`config.mk`:
```
export PLATFORM = sky130hd
export DESIGN_NAME = spi_slave_sync_flat
export DESIGN_NICKNAME = d
export VERILOG_FILES = /design/src/rtl/spi_slave_sync_if.sv /design/src/rtl/spi_slave_sync.sv /design/src/flat_wrapper.sv
export SDC_FILE = /design/constraint.sdc
export NUM_CORES = 1
export LEC_CHECK = 0
export CAP_MARGIN = 20
export CORE_ASPECT_RATIO = 0.75
export CORE_MARGIN = 1
export CORE_UTILIZATION = 50
export CTS_BUF_LIST = sky130_fd_sc_hd__clkbuf_8
export DETAILED_ROUTE_END_ITERATION = 16
export DONT_BUFFER_PORTS = 1
export PLACE_DENSITY = 0.65
export RECOVER_POWER = 50
export SYNTH_ARGS = -nofsm -noshare
export SYNTH_HDL_FRONTEND = slang
export SYNTH_SLANG_ARGS = --single-unit
```
`constraint.sdc`:
```
create_clock -name clk -period 8 [get_ports clk]
set_input_delay 1.6 -clock clk [delete_from_list [all_inputs] [get_ports clk]]
set_output_delay 1.6 -clock clk [all_outputs]
set_load 0.01 [all_outputs]
```
`src/rtl/spi_slave_sync_if.sv`:
```
// Pin bundle between the clock-domain SPI responder and the logic that drives
// or observes it: serial lines, commit strobes and the local read port.
interface spi_slave_sync_if #(
    parameter int AWIDTH = 4,
    parameter int DWIDTH = 8
);
    logic [1:0]        spi_mode;
    logic              sck;
    logic              mosi;
    logic              ss_n;
    logic              miso;
    logic              miso_oe;
    logic              wr_valid;
    logic [AWIDTH-1:0] wr_addr;
    logic [DWIDTH-1:0] wr_data;
    logic              rd_valid;
    logic              frame_err;
    logic [AWIDTH-1:0] loc_addr;
    logic [DWIDTH-1:0] loc_rdata;

    modport slave (
        input  spi_mode, sck, mosi, ss_n, loc_addr,
        output miso, miso_oe, wr_valid, wr_addr, wr_data,
        output rd_valid, frame_err, loc_rdata
    );

    modport master (
        output spi_mode, sck, mosi, ss_n, loc_addr,
        input  miso, miso_oe, wr_valid, wr_addr, wr_data,
        input  rd_valid, frame_err, loc_rdata
    );
endinterface

```
`src/rtl/spi_slave_sync.sv`:
```
// SPI responder that oversamples sck/mosi/ss_n on clk, decodes {R/W, addr, data}
// frames in all four SPI modes and serves a small register file.
module spi_slave_sync #(
    parameter int AWIDTH = 4,
    parameter int DWIDTH = 8
) (
    input  logic             clk,
    input  logic             rst,
    spi_slave_sync_if.slave  bus
);
    localparam int F     = 1 + AWIDTH + DWIDTH;
    localparam int CW    = $clog2(F + 1);
    localparam int DEPTH = 2 ** AWIDTH;

    typedef enum logic [2:0] {IDLE, CMD, ADDR, DATA, DONE} state_t;

    logic              sck_s1_reg, sck_s2_reg, sck_prev_reg;
    logic              mosi_s1_reg, mosi_s2_reg;
    logic              ss_s1_reg, ss_s2_reg, ss_prev_reg;
    logic [1:0]        fill_reg;
    logic              ss_armed_reg;

    state_t            state_reg;
    logic              cpol_reg, cpha_reg, rw_reg;
    logic [CW-1:0]     bit_cnt_reg;
    logic [AWIDTH-1:0] addr_reg;
    logic [DWIDTH-1:0] data_reg;
    logic [DWIDTH-1:0] tx_reg;
    logic              tx_loaded_reg;
    logic              miso_reg, miso_oe_reg;
    logic              wr_valid_reg, rd_valid_reg, frame_err_reg;
    logic [AWIDTH-1:0] wr_addr_reg;
    logic [DWIDTH-1:0] wr_data_reg;
    logic [DWIDTH-1:0] regfile_reg [DEPTH];

    logic              sck_rise, sck_fall, sample_on_rise;
    logic              sample_edge, shift_edge;
    logic              ss_fall, ss_rise, commit;
    logic [AWIDTH-1:0] addr_shift;
    logic [DWIDTH-1:0] data_shift;

    // fill_reg marks when the ss_n synchronizer holds a real sample rather than
    // its reset value, so a reset under a held-low ss_n cannot fake a falling edge.
    always_ff @(posedge clk or posedge rst) begin
        if (rst) begin
            sck_s1_reg   <= 1'b0;
            sck_s2_reg   <= 1'b0;
            sck_prev_reg <= 1'b0;
            mosi_s1_reg  <= 1'b0;
            mosi_s2_reg  <= 1'b0;
            ss_s1_reg    <= 1'b1;
            ss_s2_reg    <= 1'b1;
            ss_prev_reg  <= 1'b1;
            fill_reg     <= 2'b00;
            ss_armed_reg <= 1'b0;
        end else begin
            sck_s1_reg   <= bus.sck;
            sck_s2_reg   <= sck_s1_reg;
            sck_prev_reg <= sck_s2_reg;
            mosi_s1_reg  <= bus.mosi;
            mosi_s2_reg  <= mosi_s1_reg;
            ss_s1_reg    <= bus.ss_n;
            ss_s2_reg    <= ss_s1_reg;
            ss_prev_reg  <= ss_s2_reg;
            fill_reg     <= {fill_reg[0], 1'b1};
            if (fill_reg[1] && ss_s2_reg)
                ss_armed_reg <= 1'b1;
        end
    end

    assign sck_rise       = sck_s2_reg & ~sck_prev_reg;
    assign sck_fall       = ~sck_s2_reg & sck_prev_reg;
    // Modes 0 and 3 sample on rise, modes 1 and 2 on fall.
    assign sample_on_rise = (cpol_reg == cpha_reg);
    assign sample_edge    = sample_on_rise ? sck_rise : sck_fall;
    assign shift_edge     = sample_on_rise ? sck_fall : sck_rise;
    assign ss_fall        = ss_armed_reg & ss_prev_reg & ~ss_s2_reg;
    assign ss_rise        = ~ss_prev_reg & ss_s2_reg;
    assign addr_shift     = AWIDTH'({addr_reg, mosi_s2_reg});
    assign data_shift     = DWIDTH'({data_reg, mosi_s2_reg});
    assign commit         = sample_edge & ~ss_rise & (state_reg == DATA) & ~rw_reg
                          & (bit_cnt_reg == CW'(F - 1));

    always_ff @(posedge clk or posedge rst) begin
        if (rst) begin
            for (int i = 0; i < DEPTH; i++)
                regfile_reg[i] <= '0;
        end else if (commit) begin
            regfile_reg[addr_reg] <= data_shift;
        end
    end

    always_ff @(posedge clk or posedge rst) begin
        if (rst) begin
            state_reg     <= IDLE;
            cpol_reg      <= 1'b0;
            cpha_reg      <= 1'b0;
            rw_reg        <= 1'b0;
            bit_cnt_reg   <= '0;
            addr_reg      <= '0;
            data_reg      <= '0;
            tx_reg        <= '0;
            tx_loaded_reg <= 1'b0;
            miso_reg      <= 1'b0;
            miso_oe_reg   <= 1'b0;
            wr_valid_reg  <= 1'b0;
            rd_valid_reg  <= 1'b0;
            frame_err_reg <= 1'b0;
            wr_addr_reg   <= '0;
            wr_data_reg   <= '0;
        end else begin
            wr_valid_reg  <= 1'b0;
            rd_valid_reg  <= 1'b0;
            frame_err_reg <= 1'b0;
            // Deselect beats any sck edge seen in the same cycle.
            if (ss_rise && state_reg != IDLE) begin
                if (state_reg != DONE)
                    frame_err_reg <= 1'b1;
                state_reg     <= IDLE;
                miso_reg      <= 1'b0;
                miso_oe_reg   <= 1'b0;
                tx_loaded_reg <= 1'b0;
            end else begin
                case (state_reg)
                    IDLE: begin
                        if (ss_fall) begin
                            cpol_reg      <= bus.spi_mode[1];
                            cpha_reg      <= bus.spi_mode[0];
                            rw_reg        <= 1'b0;
                            bit_cnt_reg   <= '0;
                            addr_reg      <= '0;
                            data_reg      <= '0;
                            tx_reg        <= '0;
                            tx_loaded_reg <= 1'b0;
                            miso_reg      <= 1'b0;
                            miso_oe_reg   <= 1'b1;
                            state_reg     <= CMD;
                        end
                    end
                    CMD: begin
                        if (sample_edge) begin
                            rw_reg      <= mosi_s2_reg;
                            bit_cnt_reg <= bit_cnt_reg + CW'(1);
                            state_reg   <= ADDR;
                        end
                    end
                    ADDR: begin
                        if (sample_edge) begin
                            addr_reg    <= addr_shift;
                            bit_cnt_reg <= bit_cnt_reg + CW'(1);
                            if (bit_cnt_reg == CW'(AWIDTH)) begin
                                state_reg <= DATA;
                                if (rw_reg) begin
                                    tx_reg        <= regfile_reg[addr_shift];
                                    tx_loaded_reg <= 1'b1;
                                end
                            end
                        end
                    end
                    DATA: begin
                        if (sample_edge) begin
                            bit_cnt_reg <= bit_cnt_reg + CW'(1);
                            if (!rw_reg)
                                data_reg <= data_shift;
                            if (bit_cnt_reg == CW'(F - 1)) begin
                                state_reg <= DONE;
                                if (rw_reg) begin
                                    rd_valid_reg <= 1'b1;
                                end else begin
                                    wr_valid_reg <= 1'b1;
                                    wr_addr_reg  <= addr_reg;
                                    wr_data_reg  <= data_shift;
                                end
                            end
                        end else if (shift_edge && tx_loaded_reg) begin
                            miso_reg <= tx_reg[DWIDTH-1];
                            tx_reg   <= tx_reg << 1;
                        end
                    end
                    default: ;
                endcase
            end
        end
    end

    assign bus.miso      = miso_reg & miso_oe_reg;
    assign bus.miso_oe   = miso_oe_reg;
    assign bus.wr_valid  = wr_valid_reg;
    assign bus.wr_addr   = wr_addr_reg;
    assign bus.wr_data   = wr_data_reg;
    assign bus.rd_valid  = rd_valid_reg;
    assign bus.frame_err = frame_err_reg;
    assign bus.loc_rdata = regfile_reg[bus.loc_addr];

endmodule

```
`src/flat_wrapper.sv`:
```
// flat-port wrapper written by rule: the top's interface ports become plain ports
module spi_slave_sync_flat 
#(
    parameter int AWIDTH = 4,
    parameter int DWIDTH = 8
)
  (clk, rst, bus_spi_mode, bus_sck, bus_mosi, bus_ss_n, bus_loc_addr, bus_miso, bus_miso_oe, bus_wr_valid, bus_wr_addr, bus_wr_data, bus_rd_valid, bus_frame_err, bus_loc_rdata);
  spi_slave_sync_if #(.AWIDTH(AWIDTH), .DWIDTH(DWIDTH)) bus_i ();
  input  logic clk;
  input  logic rst;
  input wire logic [$bits(bus_i.spi_mode)-1:0] bus_spi_mode;
  input wire logic [$bits(bus_i.sck)-1:0] bus_sck;
  input wire logic [$bits(bus_i.mosi)-1:0] bus_mosi;
  input wire logic [$bits(bus_i.ss_n)-1:0] bus_ss_n;
  input wire logic [$bits(bus_i.loc_addr)-1:0] bus_loc_addr;
  output wire logic [$bits(bus_i.miso)-1:0] bus_miso;
  output wire logic [$bits(bus_i.miso_oe)-1:0] bus_miso_oe;
  output wire logic [$bits(bus_i.wr_valid)-1:0] bus_wr_valid;
  output wire logic [$bits(bus_i.wr_addr)-1:0] bus_wr_addr;
  output wire logic [$bits(bus_i.wr_data)-1:0] bus_wr_data;
  output wire logic [$bits(bus_i.rd_valid)-1:0] bus_rd_valid;
  output wire logic [$bits(bus_i.frame_err)-1:0] bus_frame_err;
  output wire logic [$bits(bus_i.loc_rdata)-1:0] bus_loc_rdata;
  assign bus_i.spi_mode = bus_spi_mode;
  assign bus_i.sck = bus_sck;
  assign bus_i.mosi = bus_mosi;
  assign bus_i.ss_n = bus_ss_n;
  assign bus_i.loc_addr = bus_loc_addr;
  assign bus_miso = bus_i.miso;
  assign bus_miso_oe = bus_i.miso_oe;
  assign bus_wr_valid = bus_i.wr_valid;
  assign bus_wr_addr = bus_i.wr_addr;
  assign bus_wr_data = bus_i.wr_data;
  assign bus_rd_valid = bus_i.rd_valid;
  assign bus_frame_err = bus_i.frame_err;
  assign bus_loc_rdata = bus_i.loc_rdata;
  spi_slave_sync #(.AWIDTH(AWIDTH), .DWIDTH(DWIDTH)) u_core (.clk(clk), .rst(rst), .bus(bus_i));
endmodule
```
==> results of run 1 <==
==> area by class of cell <==
| class | count | share of cell area |
|---|---|---|
| timing repair buffer | 6 | 0.00338 |
| inverter | 7 | 0.00338 |
| multi-input combinational | 477 | 0.453 |
| clock buffer | 19 | 0.0262 |
| tap | 247 | 0.0310 |
| clock inverter | 13 | 0.0162 |
| sequential | 186 | 0.467 |
==> routing by layer <==
layer  GRT usage  vias up
met5           0        -
li1            -     2655
met2       0.355      283
met3      0.0728       32
met4      0.0774        0
met1       0.391     3210
==> cells in the final DEF, fill, tap and decap left out, drive strengths merged, types with 3 or more instances in the layout <==
master,instances
nor2,19
mux2,133
o21a,8
a211oi,5
nor2b,4
nor3,7
and3,5
clkbuf,22
a21oi,7
nand3,29
buf,3
dfstp,3
a22o,7
mux4,40
o32a,7
nand2b,4
mux2i,68
a22oi,36
nand2,54
inv,14
o21ai,14
and2,3
dfrtp,183
==> through the flow <==
| step | power [mW] | instance area, µm² | setup slack [ps] |
|---|---|---|---|
| floorplan | 1.44 | 9440 | 1350 |
| global placement | 1.53 | 9580 | 3750 |
| detailed placement | 1.55 | 9580 | 3740 |
| CTS | 2.22 | 10000 | 3740 |
| global route | 2.31 | 9980 | 2410 |
| finish | 2.21 | 9980 | 2770 |
==> report_power, final <==
group          switching [mW]  leakage, nW  internal (mW)
clock network           0.363        0.214          0.305
registers              0.0944         2.54          0.999
logic                   0.264         1.93          0.186
==> kinds of logic (layout without fill, tap and decap cells) <==
family	count (synthesis)	count (layout)
AO/OA/AOI/OAI	95	95
XOR/XNOR	1	1
other	1	1
AND/OR/NAND/NOR	137	137
flip-flops	186	186
multiplexers	241	241
buffers and inverters	67	45
adder cells (fa/ha/maj)	2	2
==> cells in the mapped netlist, drive strengths merged, types with 3 or more instances <==
library cell | number | share of area
mux4 | 40 | 0.095
a22oi | 36 | 0.029
nor3 | 7 | 0.0054
mux2 | 133 | 0.16
o32a | 7 | 0.0074
dfrtp | 183 | 0.48
nor2 | 19 | 0.0076
nand2b | 4 | 0.0026
buf | 19 | 0.0083
a22o | 7 | 0.0065
nor2b | 4 | 0.0026
a21oi | 7 | 0.0037
o21a | 8 | 0.0064
a211oi | 5 | 0.0040
nand3 | 29 | 0.019
and3 | 5 | 0.0033
inv | 7 | 0.0028
mux2i | 68 | 0.072
nand2 | 54 | 0.021
dfstp | 3 | 0.0083
o21ai | 14 | 0.0074
and2 | 3 | 0.0020
clkbuf | 41 | 0.016
==> how the worst min path moves through the flow <==
| stage | startpoint | to | slack, ps | cells after the start |
|---|---|---|---|---|
| after floorplan | u_core.fill_reg[0] | u_core.fill_reg[1] | 330 | 0 |
| after global placement | u_core.sck_s1_reg | u_core.sck_s2_reg | 330 | 0 |
| after detailed placement | u_core.mosi_s1_reg | u_core.mosi_s2_reg | 340 | 0 |
| after CTS | u_core.mosi_s1_reg | u_core.mosi_s2_reg | 360 | 0 |
| after global routing | u_core.ss_s1_reg | u_core.ss_s2_reg | 370 | 0 |
| final | u_core.mosi_s1_reg | u_core.mosi_s2_reg | 360 | 0 |
==> summary.txt, run 1 <==
Die Wd: 161 µm
CTS tree: yes
Min cycle time layout: 5230 ps
Fmax: 191 MHz
Cts bufs inserted: 17
Clk_lat worst skew: 480 ps
Final period util: 0.654
Share of the yosys chip area belonging to registers: 0.493
# placed instances: 923
Share of cells above drive strength 1: 0.312
Synthesized Nets: 743
First-pass DRT Iterations: 7
Avg Cell Area, Syn: 12.9 µm²
Crit path kind: flop to flop
I/O Buffers: 0
Reg2reg path depth: 6
Ant. Diodes: 0
EDFF count, synth: 0
Register area: 0.00466 mm²
DR iter-0 viols: 705
Compound-cell area share of the yosys netlist: 0.0729
Met3 routed wirelength: 1890 µm
Leak Pwr: 4.68 nW
Setup crit end kind: flop
Setup slack on the worst flop-to-flop path: 2770 ps
Slowest CP cell: clkbuf_1
CP endpoint: u_core.tx_reg[2]
Ys Warns: 0
WP data arrival: 5600 ps
Max_slew headroom: -1.49
Outcome: finished with violations
M1 WL: 11300 µm
Asr flop ratio synth: 1.00
Pwr per Cell Area: 221 mW/mm²
Routed Antenna Nets: 0
Post-synth cell types: 49
Peak VDD IR: 0.0000995 V
Initial core utilization: 0.510
Clock Skew: 10.9 ps
Die area: 0.0194 mm²
H-Tree Depth: 4
Post-Synth Adder-Cell Area: 0.00265
Crit path launch type: flop
Cell Area, Synth: 0.00944 mm²
Row cnt: 43
Core Area: 0.0185 mm²
Detailed-route via count: 6180
Final Util: 0.539
RSZ-0062 raised after global routing: no
Boundary Pins: 36
Met2 Wirelength: 10000 µm
Register bit total from synthesis: 186
WP buf/inv: 1
Worst path cell trace: clkbuf_1, mux2i_1, a22oi_1, nand3_1, nand2_1, o32a_1
Post-CTS Setup Repair Bufs: 0
CP Max Fanout: 56
Top FF cell, synth: dfrtp_1
Average wire per standard cell: 24.7 µm
Number of flip-flops in the largest register: 128
First-pass GRT wire length: 36800 µm
Min Hold Slack: 358 ps
Root Buffer: clkbuf_8
Final setup fails: 0
Post-synthesis mux area share: 0.326
Largest family of logic cells by synthesized area: multiplexers
DP HPWL: 15800 µm
Post-synthesis simple-gate area fraction: 0.0759
Fin Setup TNS: 0 ps
Fill count: 1539
Area delta synth->final: 5.71%
Finished Layout Cells: 955
Worst-Margin Slew: 3740 ps
Post-route DRC: 0
Overflow after GRT: 0
Reg clk slew, reported paths: 90 ps
Crit. path cell count: 6
Xor-xnor portion of the synthesized cell area: 0.000928
Setup crit start: u_core.mosi_s2_reg
Number of global-route vias before repair: 5979
Die height: 121 µm
Failing checks: max-capacitance violations, max-slew violations
Post-Synthesis Cells: 730
Nets@finish: 708
Uppermost layer routed: met4
GRT Total Usage: 0.258
Delay-heaviest family, CP: buffers and inverters
Reg-to-reg startpoint: u_core.mosi_s2_reg
Final wirelength: 23600 µm
Clock buffer depth: 2
Largest net degree at the start of global routing: 125
Max Cap Viol: 2
Clock Sinks: 186
Post-CTS resize count: 0
Final count of hold timing violations: 0
Vias/cell: 6.47
Max Slew Vio Count: 121
Multi-input logic area: 0.00452 mm²
Worst flop-to-flop path endpoint: u_core.tx_reg[2]
Hold crit path type: flop to flop
Critical path's largest stage delay: 2700 ps
CP required: 8360 ps
Hold_buf cts: 0
GP Congestion: 0.857
Antenna violations before repair: 0
Power figures use the tool's default switching activity.
==> run 2: changes to the inputs <==
Clock period 8 ns to 5.3 ns, I/O delays scaled along.
==> run 2 against run 1 <==
The flow still finishes with violations (max-capacitance violations, max-slew violations). Clock power is 46% higher. Global-route usage is 0.86 points lower. Hold slack worse by 2.6 ps. Critical endpoint is now u_core.regfile_reg[49].
==> summary.txt, run 2 (synthesis results as in run 1) <==
Int Pwr: 2.21 mW
Min Hold Slack: 355 ps
Outcome: finished with violations
Max Cap Viol: 1
Worst-Margin Slew: 2500 ps
Number of flip-flops in the largest register: 128
Post-CTS resize count: 0
Reg clk slew, reported paths: 100 ps
Logic gate share of total power: 0.207
Clock Power Share: 0.294
I/O Buffers: 0
Worst Hold Depth: 0
RSZ-0062 raised after global routing: no
Core Area: 0.0185 mm²
Detailed-route via count: 6110
Worst path cell trace: xnor2_1, mux2_1, or4_1, inv_2, nand3_2, mux2_2
Share of cells above drive strength 1: 0.319
CTS tree: yes
Number of global-route vias before repair: 6031
Clock Sinks: 186
Hold crit path type: flop to flop
Final period util: 0.641
Clk_lat worst skew: 480 ps
Final wirelength: 22900 µm
Boundary Pins: 36
Reg-to-reg startpoint: u_core.cpha_reg
Reg2reg path depth: 6
Setup crit end kind: flop
Clock Skew: 21.7 ps
Row cnt: 43
Commonest non-fill, non-tap cell in the layout: dfrtp_1
CP required: 5650 ps
Max Slew Vio Count: 187
CP Max Fanout: 18
Max_slew headroom: -0.669
Sw frac: 0.331
Min cycle time layout: 3400 ps
Critical path's largest stage delay: 790 ps
First-pass DRT Iterations: 5
Die area: 0.0194 mm²
Clock buffer depth: 2
GRT Total Usage: 0.249
Cts bufs inserted: 17
Setup slack on the worst flop-to-flop path: 1900 ps
Routed Antenna Nets: 0
Hold_buf cts: 0
Antenna violations before repair: 0
Reg power frac: 0.499
Ant. Diodes: 0
Root Buffer: clkbuf_8
Post-CTS Setup Repair Bufs: 0
Post-route DRC: 0
DR iter-0 viols: 683
First-pass GRT wire length: 36000 µm
Fmax: 294 MHz
Sw Pwr: 1.10 mW
Overflow after GRT: 0
WP buf/inv: 1
Initial core utilization: 0.510
Failing checks: max-capacitance violations, max-slew violations
GP Congestion: 0.867
H-Tree Depth: 4
Hold wc startpoint: u_core.sck_s1_reg
Slowest CP cell: or4_1
Hold Path End: u_core.sck_s2_reg
Vias/cell: 6.40
Die Wd: 161 µm
Final count of hold timing violations: 0
Area delta synth->final: 5.47%
Fin Setup TNS: 0 ps
WP data arrival: 3750 ps
Nets@finish: 708
Leak Pwr: 4.66 nW
Crit path launch type: flop
Average wire per standard cell: 24.0 µm
Crit path kind: flop to flop
DP HPWL: 14900 µm
Delay-heaviest family, CP: simple AND/OR/NAND/NOR gates
Largest net degree at the start of global routing: 187
Pwr per Cell Area: 333 mW/mm²
Final setup fails: 0
Die height: 121 µm
Most frequent cells in the layout: dfrtp_1, mux2_2, mux2i_1, nand2_1, mux4_2
Peak VDD IR: 0.000155 V
Worst flop-to-flop path endpoint: u_core.regfile_reg[49]
-- run 2: cell count changes in the layout (fill, tap and decap cells not counted), sizes merged --
cell      before  now
buf            3    5
clkbuf        22   18
clkinv         2    1
clkinvlp       2    5
-- run 2: how the worst max path moves through the flow --
stage	depth (start not counted)	end	slack, ps	start
final	6	u_core.regfile_reg[49]	1900	u_core.cpha_reg
after CTS	6	u_core.regfile_reg[49]	2080	u_core.state_reg[2]
after floorplan	4	bus_loc_rdata[0]	1360	bus_loc_addr[0]
after detailed placement	2	bus_loc_rdata[0]	2090	bus_loc_addr[0]
after global routing	2	u_core.mosi_s2_reg	1510	rst
after global placement	2	bus_loc_rdata[0]	2100	bus_loc_addr[0]
-- run 2: per-layer routing --
| metal | vias to the layer above | wire (µm) | GRT usage |
|---|---|---|---|
| met5 | - | 0 | 0 |
| met4 | 0 | 399 | 0.0804 |
| met3 | 20 | 1540 | 0.0619 |
| met2 | 208 | 10200 | 0.354 |
| met1 | 3229 | 10800 | 0.372 |
| li1 | 2653 | - | - |
-- run 2: cell type report --
cell class	instances	area [µm²]
Fill cell	1547	8550
Sequential cell	186	4660
Multi-Input combinational cell	477	4520
Tap cell	247	309
Clock buffer	17	234
Clock inverter	15	160
Timing Repair Buffer	6	45.0
Inverter	7	27.5
-- run 2: through the flow --
stage                     worst slack [ps]  instance area, µm²  power [mW]  instances   util
final                                 1900                9960        3.31        955  0.538
after global placement                2100                9580        2.33        923  0.518
after detailed placement              2090                9580        2.36        923  0.518
after CTS                             2080                9980        3.32        955  0.539
after floorplan                       1360                9450        2.18        730      -
after global routing                  1510                9960        3.47        955  0.538
-- run 2: power by group through the flow --
stage,clock network (mW),logic (mW),registers (mW)
floorplan,0,0.597,1.58
global placement,0,0.656,1.67
detailed placement,0,0.680,1.68
CTS,0.991,0.683,1.65
global route,1.05,0.746,1.67
finish,0.974,0.686,1.65
